$ cat src/rtl/core_v_xif_pkg.sv
// CORE-V-XIF transaction types used by the offload path.
// Widths follow a 32-bit core with two source registers.
package core_v_xif_pkg;

   localparam int unsigned X_ID_WIDTH  = 4;
   localparam int unsigned X_NUM_RS    = 2;
   localparam int unsigned X_RFR_WIDTH = 32;

   typedef struct packed {
      logic [31:0]                            instr;
      logic [1:0]                             mode;
      logic [X_ID_WIDTH-1:0]                  id;
      logic [X_NUM_RS-1:0][X_RFR_WIDTH-1:0]   rs;
      logic [X_NUM_RS-1:0]                    rs_valid;
   } x_issue_req_t;

   typedef struct packed {
      logic accept;
      logic writeback;
      logic dualwrite;
      logic dualread;
      logic loadstore;
      logic ecswrite;
      logic exc;
   } x_issue_resp_t;

   typedef struct packed {
      logic [X_ID_WIDTH-1:0] id;
      logic                  commit_kill;
   } x_commit_t;

endpackage

$ cat src/rtl/lzc.sv
// Leading/trailing zero counter, interface-compatible with common_cells lzc.
// MODE=0 counts trailing zeros (index of lowest set bit), MODE=1 leading zeros.
module lzc #(
   parameter int unsigned WIDTH     = 4,
   parameter bit          MODE      = 1'b0,
   parameter int unsigned CNT_WIDTH = (WIDTH > 1) ? $clog2(WIDTH) : 1
) (
   input  logic [WIDTH-1:0]     in_i,
   output logic [CNT_WIDTH-1:0] cnt_o,
   output logic                 empty_o
);

   always_comb begin
      cnt_o   = '0;
      empty_o = 1'b1;
      // Scan so that the winning bit is the last one written.
      for (int k = 0; k < WIDTH; k++) begin
         if (MODE) begin
            if (in_i[k]) begin
               cnt_o   = CNT_WIDTH'(WIDTH - 1 - k);
               empty_o = 1'b0;
            end
         end else begin
            if (in_i[WIDTH-1-k]) begin
               cnt_o   = CNT_WIDTH'(WIDTH - 1 - k);
               empty_o = 1'b0;
            end
         end
      end
   end

endmodule

$ cat src/rtl/xif_commit_queue.sv
// Speculation buffer: holds offloaded instructions until commit/kill, then
// forwards committed ones downstream in issue order and drops killed ones.
module xif_commit_queue
   import core_v_xif_pkg::*;
#(
   parameter int unsigned Depth   = 4,
   parameter int unsigned IdWidth = X_ID_WIDTH
) (
   input  logic          clk_i,
   input  logic          rst_ni,
   input  logic          x_issue_valid_i,
   output logic          x_issue_ready_o,
   input  x_issue_req_t  x_issue_req_i,
   output x_issue_resp_t x_issue_resp_o,
   input  x_issue_resp_t predec_resp_i,
   input  logic          x_commit_valid_i,
   input  x_commit_t     x_commit_i,
   output logic          insn_valid_o,
   input  logic          insn_ready_i,
   output x_issue_req_t  insn_o,
   output logic          empty_o,
   output logic [$clog2(Depth+1)-1:0] usage_o
);

   localparam int unsigned PtrW = $clog2(Depth);
   localparam int unsigned CntW = $clog2(Depth + 1);

   if (Depth < 2 || (Depth & (Depth - 1)) != 0) begin : g_depth_chk
      $error("xif_commit_queue: Depth must be a power of two >= 2");
   end

   typedef struct packed {
      logic         valid;
      logic         committed;
      logic         killed;
      x_issue_req_t req;
   } entry_t;

   entry_t          entry_q [Depth];
   entry_t          entry_d [Depth];
   logic [PtrW-1:0] wr_ptr_q, wr_ptr_d, rd_ptr_q, rd_ptr_d;
   logic [CntW-1:0] count_q, count_d;

   logic               push, pop;
   logic [Depth-1:0]   match, match_rot;
   logic [PtrW-1:0]    hit_off, hit_idx;
   logic               no_hit;
   logic [IdWidth-1:0] commit_id;
   entry_t             head;

   assign x_issue_ready_o = (count_q != CntW'(Depth));
   assign x_issue_resp_o  = predec_resp_i;
   assign push = x_issue_valid_i & x_issue_ready_o & predec_resp_i.accept;

   assign head         = entry_q[rd_ptr_q];
   assign insn_valid_o = head.valid & head.committed & ~head.killed;
   assign insn_o       = head.req;
   assign pop          = head.valid & head.committed & (head.killed | insn_ready_i);

   assign commit_id = IdWidth'(x_commit_i.id);

   // The slot at wr_ptr is free whenever a push happens, so the incoming
   // request stands in for it and is naturally the youngest candidate.
   always_comb begin
      match = '0;
      for (int i = 0; i < Depth; i++) begin
         match[i] = entry_q[i].valid & ~entry_q[i].committed &
                    (IdWidth'(entry_q[i].req.id) == commit_id);
         if (push && wr_ptr_q == PtrW'(i)) begin
            match[i] = (IdWidth'(x_issue_req_i.id) == commit_id);
         end
      end
   end

   // Rotate so bit 0 is the head; the lowest set bit is then the oldest match.
   always_comb begin
      match_rot = '0;
      for (int j = 0; j < Depth; j++) begin
         match_rot[j] = match[rd_ptr_q + PtrW'(j)];
      end
   end

   lzc #(
      .WIDTH (Depth),
      .MODE  (1'b0)
   ) i_lzc (
      .in_i    (match_rot),
      .cnt_o   (hit_off),
      .empty_o (no_hit)
   );

   assign hit_idx = rd_ptr_q + hit_off;

   always_comb begin
      for (int i = 0; i < Depth; i++) begin
         entry_d[i] = entry_q[i];
      end
      if (push) begin
         entry_d[wr_ptr_q].valid     = 1'b1;
         entry_d[wr_ptr_q].committed = 1'b0;
         entry_d[wr_ptr_q].killed    = 1'b0;
         entry_d[wr_ptr_q].req       = x_issue_req_i;
      end
      if (x_commit_valid_i && !no_hit) begin
         entry_d[hit_idx].committed = 1'b1;
         entry_d[hit_idx].killed    = x_commit_i.commit_kill;
      end
      if (pop) begin
         entry_d[rd_ptr_q].valid = 1'b0;
      end
   end

   assign wr_ptr_d = push ? wr_ptr_q + 1'b1 : wr_ptr_q;
   assign rd_ptr_d = pop  ? rd_ptr_q + 1'b1 : rd_ptr_q;
   assign count_d  = count_q + CntW'(push) - CntW'(pop);

   always_ff @(posedge clk_i or negedge rst_ni) begin
      if (!rst_ni) begin
         for (int i = 0; i < Depth; i++) begin
            entry_q[i] <= '0;
         end
         wr_ptr_q <= '0;
         rd_ptr_q <= '0;
         count_q  <= '0;
      end else begin
         for (int i = 0; i < Depth; i++) begin
            entry_q[i] <= entry_d[i];
         end
         wr_ptr_q <= wr_ptr_d;
         rd_ptr_q <= rd_ptr_d;
         count_q  <= count_d;
      end
   end

   assign empty_o = (count_q == '0);
   assign usage_o = count_q;

endmodule

$ cat config.mk
export PLATFORM = sky130hd
export DESIGN_NAME = xif_commit_queue
export DESIGN_NICKNAME = d
export VERILOG_FILES = /design/src/rtl/core_v_xif_pkg.sv /design/src/rtl/lzc.sv /design/src/rtl/xif_commit_queue.sv
export SDC_FILE = /design/constraint.sdc
export NUM_CORES = 1
export LEC_CHECK = 0
export ABC_AREA = 1
export ABC_CLOCK_PERIOD_IN_PS = 3000
export CAP_MARGIN = 20
export CORE_MARGIN = 2
export CORE_UTILIZATION = 45
export DETAILED_ROUTE_END_ITERATION = 8
export PLACE_DENSITY = 0.69
export SLEW_MARGIN = 20
export SYNTH_ARGS = -nofsm -noshare
export SYNTH_HDL_FRONTEND = slang
export SYNTH_SLANG_ARGS = --single-unit
$ cat constraint.sdc
create_clock -name clk_i -period 3 [get_ports clk_i]
set_input_delay 0.9 -clock clk_i [delete_from_list [all_inputs] [get_ports clk_i]]
set_output_delay 0.9 -clock clk_i [all_outputs]
set_load 0.05 [all_outputs]
==> results_dict.tcl, run 1 <==
set metrics [dict create \
    status "finished, violations left" \
    violations "negative setup slack" \
    grt_max_degree 82 \
    critPathMaxFanout 19 \
    placed_cells 3327 \
    total_leakage_power_uw 0.0138 \
    grt_overflow 0 \
    reg2reg_from "rd_ptr_q[0]" \
    routed_wl_mm 67.4 \
    finalHoldViolations 0 \
    clock_skew_ns 0.0246 \
    grt_pass1_vias 18700 \
    setup_ws_ns -0.0531 \
    netlist_area_um2 20000 \
    powerDensity_nw_per_um2 464 \
    drc_errors 0 \
    rr_endpoint "entry_q[211]" \
    cts_tree "yes" \
    wl_per_cell_um 19.6 \
    peakVddDrop_uv 441 \
    vias_per_cell 5.47 \
    cap_violations 0 \
    slew_viol_final 0 \
    cts_made_buffers 48 \
    synth_cell_types 30 \
    yosysSeqAreaShare_pct 54.3 \
    numPortBuffers 225 \
    gp_congestion 0.886 \
    relSlewSlack_pct 37.3 \
    fin_area_um2 26500 \
    drt_iter0_markers 1744 \
    core_region_area_um2 44000 \
    reg2reg_depth 16 \
    drive_above_1_share_pct 17.0 \
    syn_inst 2609 \
    layout_common_cells "nand2_1 (1287), dfrtp_1 (433), nor2_1 (191)" \
    fin_crit_sh_pct 102 \
    ff2ff_setup_slack_ns 0.18 \
    layout.cells.non_filler 3449 \
    drt_first_pass_iters 5 \
    critPathLaunch "rd_ptr_q[0]" \
    path_clk_slew_ns 0.06 \
    placed_area_um2 23600 \
    root_buffer "clkbuf_16" \
    dieArea_um2 46200 \
    arrival_ns 2.15 \
    cts_sinks 435 \
    die_h_um 215 \
    post-route-min-period_ns 3.05 \
    p_total_uw 12300 \
    grt_setup_unrepaired "true" \
    io_pins 238 \
    synthToLayoutAreaGrowth_pct 32.2 \
    postRouteAntennaNets 0 \
    die_w_um 215 \
    critPathCaptureType "output port" \
    syn_area_per_cell_um2 7.68 \
    ys_seq_elements 435 \
    nets 2955 \
    rows 77 \
    clkLatencyLatePin_ns 0.59 \
    h-tree-depth 2 \
    hp-class "in -> async" \
    yosysWarnings 0 \
    path_class "reg -> out" \
    cp_data_required_time_ns 2.10 \
    start_kind "flip-flop" \
    tightest_slew_ns 0.940 \
    cts_buffer_depth 3 \
    antenna_found_initial 2 \
    hpwl_mm 35.2 \
    start_util_pct 45.5 \
    max_freq_mhz 328 \
    grt_pass1_wl_mm 103 \
    final_common_cell "nand2_1" \
    setup_violations 7 \
    grt_usage_pct 28.2 \
    num_vias 18900 \
    hold_slack_ns 0.278 \
    synth_nets 2741 \
]
cells in the mapped netlist:
master       n  area (um^2)
nor3_1       1         5.00
nand3_2      7         70.1
fa_1         1         20.0
o311ai_0     1         8.76
inv_2        9         33.8
nor2_2       2         12.5
inv_1       45          169
xnor2_1      2         17.5
nand3_1     33          165
o211ai_2     1         12.5
buf_4        7         52.6
o22ai_1    107          669
o21ai_0    231         1160
nor2_8       1         20.0
nand2_1   1290         4840
a21oi_1     13         65.1
nor2_4       4         45.0
xor2_1       4         35.0
ha_1        10          125
dfrtp_1    435        10900
buf_2       11         55.1
nor2_1     219          822
nand2_2     10         62.6
nand3_4      1         17.5
nand2_4      4         45.0
o21ai_1      2         10.0
buf_1       20         75.1
nand4_1      3         18.8
nor3_2       1         10.0
clkbuf_1   134          503
logic make-up (layout without fill, tap and decap cells):
family                     count (synthesis)  after routing  share of synthesized area, %
AOI/OAI and AO/OA                        355            355                          9.60
xor gates and xnor gates                   6              6                         0.262
adders and majority gates                 11             11                         0.725
buffers and inverters                    226            473                          4.44
DFF                                      435            435                          54.3
other                                      0              1                             0
and+or+nand+nor                         1576           1576                          30.6
metal layers:
layer,track usage (%),up-vias,part of all wire [%]
met1,37.3,9237,42
met3,5.17,140,7.9
met2,46.1,811,47
met5,0,-,0.019
li1,-,8678,-
met4,10.9,2,3.1
stage by stage:
stage	setup slack [ns]	TNS [ns]	util, %
4_1_cts	-0.0567	-0.968	58.7
3_3_place_gp	-0.473	-14.73	53.6
3_5_place_dp	-0.563	-17.29	53.6
2_1_floorplan	0.000354	0	-
6_report	-0.0531	-0.111	60.2
5_1_grt	-0.0843	-1.28	60.2
worst max-delay path: stages, from the launching register on:
cell and delay (ns):
dfrtp_4 0.57, inv_12 0.18, buf_6 0.22, o21ai_0 0.13, o22ai_2 0.27, buf_6 0.21
worst max path at each step:
stage	to	slack, ns
after detailed placement	entry_q[104]	-0.56
after CTS	insn_o[88]	-0.06
after floorplan	entry_q[104]	0.0004
after global routing	insn_o[65]	-0.08
final	insn_o[65]	-0.05
after global placement	entry_q[104]	-0.47
power breakdown:
group / internal (uW) / leakage (uW) / switching [uW]
clock network: 3570 / 0.000774 / 2420
registers: 5870 / 0.00604 / 0.431
logic: 177 / 0.00700 / 254
total: 9620 / 0.0138 / 2680
final cells by class:
type                            instances  area, um^2
Fill cell                            3808       17500
Sequential cell                       435       10900
Multi-Input combinational cell       1948        9140
Timing Repair Buffer                  336        3910
Clock buffer                           68        1360
Tap cell                              592         741
Inverter                               54         230
Clock inverter                         15         215
Antenna cell                            1        2.50
what timing repair did:
item,4_1_cts,5_1_grt
hold buffers,0,0
setup buffers,11,6
endpoints found under the setup margin,92,104
resized for setup,111,120
pin swaps,11,22
cloned,9,12
No activity file was read; power rests on OpenSTA's default activity.
==> inputs of run 2 (changes only) <==
CTS_CLUSTER_SIZE = 40   (was default)
==> results of run 2 <==
Final layout, timing and power as in run 1 (identical DEF).
==> inputs of run 3 (changes only) <==
SKIP_CTS_REPAIR_TIMING = 1   (was default)
==> run 3 against run 2 <==
The flow still finishes with violations (negative setup slack). Power shrank 0.11%. Worst setup slack better by 0.026 ns. Final area decreased by 2.1%. Via count shrank 0.95%. First-iteration DRC count grew 7.6%. Cell count decreased by 0.32%. Flip-flop and latch count did not move. Critical path type unchanged. Critical endpoint is now insn_o[58]. Largest cell class unchanged.
==> results_dict.tcl, run 3 (same netlist as run 1, synthesis figures left out) <==
set metrics [dict create \
    rows 77 \
    dieArea_um2 46200 \
    nets 2943 \
    drt_iter0_markers 1876 \
    finalHoldViolations 0 \
    antenna_found_initial 3 \
    post-route-min-period_ns 3.03 \
    cap_violations 0 \
    total_leakage_power_uw 0.0136 \
    final_common_cell "nand2_1" \
    grt_usage_pct 26.5 \
    ff2ff_setup_slack_ns 0.39 \
    rr_endpoint "entry_q[211]" \
    peakVddDrop_uv 441 \
    status "finished, violations left" \
    relSlewSlack_pct 38.8 \
    cp_data_required_time_ns 2.10 \
    post-route-util_pct 58.9 \
    arrival_ns 2.13 \
    path_class "reg -> out" \
    io_pins 238 \
    critPathCaptureType "output port" \
    max_freq_mhz 330 \
    cts_tree "yes" \
    fin_area_um2 25900 \
    grt_use_met2_pct 43.3 \
    tightest_slew_ns 0.918 \
    root_buffer "clkbuf_16" \
    placed_area_um2 23600 \
    setup_violations 6 \
    grt_overflow 0 \
    pre_cts_ws_ns -0.563 \
    start_util_pct 45.5 \
    reg2reg_depth 19 \
    h-tree-depth 2 \
    placed_cells 3327 \
    setup_ws_ns -0.0270 \
    die_h_um 215 \
    busiest_layer "met2" \
    core_region_area_um2 44000 \
    start_kind "flip-flop" \
    hpwl_mm 35.2 \
    fin_crit_sh_pct 101 \
    hold_slack_ns 0.273 \
    layout_common_cells "nand2_1 (1289), dfrtp_1 (433), nor2_1 (214)" \
    clock_skew_ns 0.0229 \
    postRouteAntennaNets 0 \
    synthToLayoutAreaGrowth_pct 29.4 \
    hp-class "in -> async" \
    routed_wl_mm 66.3 \
    gp_congestion 0.886 \
    path_clk_slew_ns 0.06 \
    vias_per_cell 5.44 \
    slew_viol_final 0 \
    die_w_um 215 \
    numPortBuffers 225 \
    drive_above_1_share_pct 15.7 \
    grt_pass1_vias 18200 \
    reg2reg_from "usage_o[1]" \
    grt_pass1_wl_mm 98.1 \
    grt_max_degree 95 \
    num_vias 18700 \
    clkLatencyLatePin_ns 0.59 \
    drt_first_pass_iters 6 \
    drc_errors 0 \
    powerDensity_nw_per_um2 474 \
    global_route.usage.met3_pct 4.77 \
    cts_sinks 435 \
    grt_setup_unrepaired "true" \
    violations "negative setup slack" \
    cts_buffer_depth 3 \
    wl_per_cell_um 19.3 \
    use_met1_pct 35.2 \
    critPathMaxFanout 23 \
    cts_made_buffers 48 \
    layout.cells.non_filler 3438 \
]
[run 3: worst max-delay path by stage]
stage / startpoint / end / slack (ns) / depth (start not counted)
2_1_floorplan: rd_ptr_q[1] / entry_q[104] / 0.0004 / 19
3_3_place_gp: x_commit_i[4] / entry_q[104] / -0.47 / 20
3_5_place_dp: x_commit_i[4] / entry_q[104] / -0.56 / 20
4_1_cts: rd_ptr_q[0] / insn_o[41] / -0.20 / 5
5_1_grt: rd_ptr_q[0] / insn_valid_o / -0.08 / 6
6_report: rd_ptr_q[0] / insn_o[58] / -0.03 / 6
[run 3: final cells by class]
type	instances	area, um^2
clock buffer	68	1360
clock inverter	15	215
timing repair inverter	1	8.76
tap	592	741
antenna	2	5.00
fill	3885	18100
inverter	54	233
multi-input combinational	1948	9020
sequential	435	10900
timing repair buffer	323	3440
[run 3: metal layers]
metal | share of wire, % | up-vias | wire length (um)
met5 | 0.020 | - | 13
met4 | 2.7 | 2 | 1780
met3 | 7.5 | 111 | 4980
met2 | 47 | 743 | 31200
met1 | 43 | 9195 | 28300
li1 | - | 8637 | -
[run 3: per-stage QoR]
stage | TNS [ns] | total power (uW)
detailed placement | -17.29 | 6410
global placement | -14.73 | 6400
CTS | -9.02 | 12400
floorplan | 0 | 6040
global route | -1.52 | 12700
finish | -0.0708 | 12300
[run 3: critical path, stage by stage, from the launching register on]
cell and delay [ns]:
dfrtp_4 0.58, clkinv_8 0.14, buf_16 0.17, buf_16 0.18
nor2_1 0.07, o22ai_2 0.21, buf_6 0.19
[run 3: where the power goes]
part           internal, uW  switching, uW  total (uW)
registers              5870          0.437        5870
clock network          3570           2410        5980
logic                   177            253         431
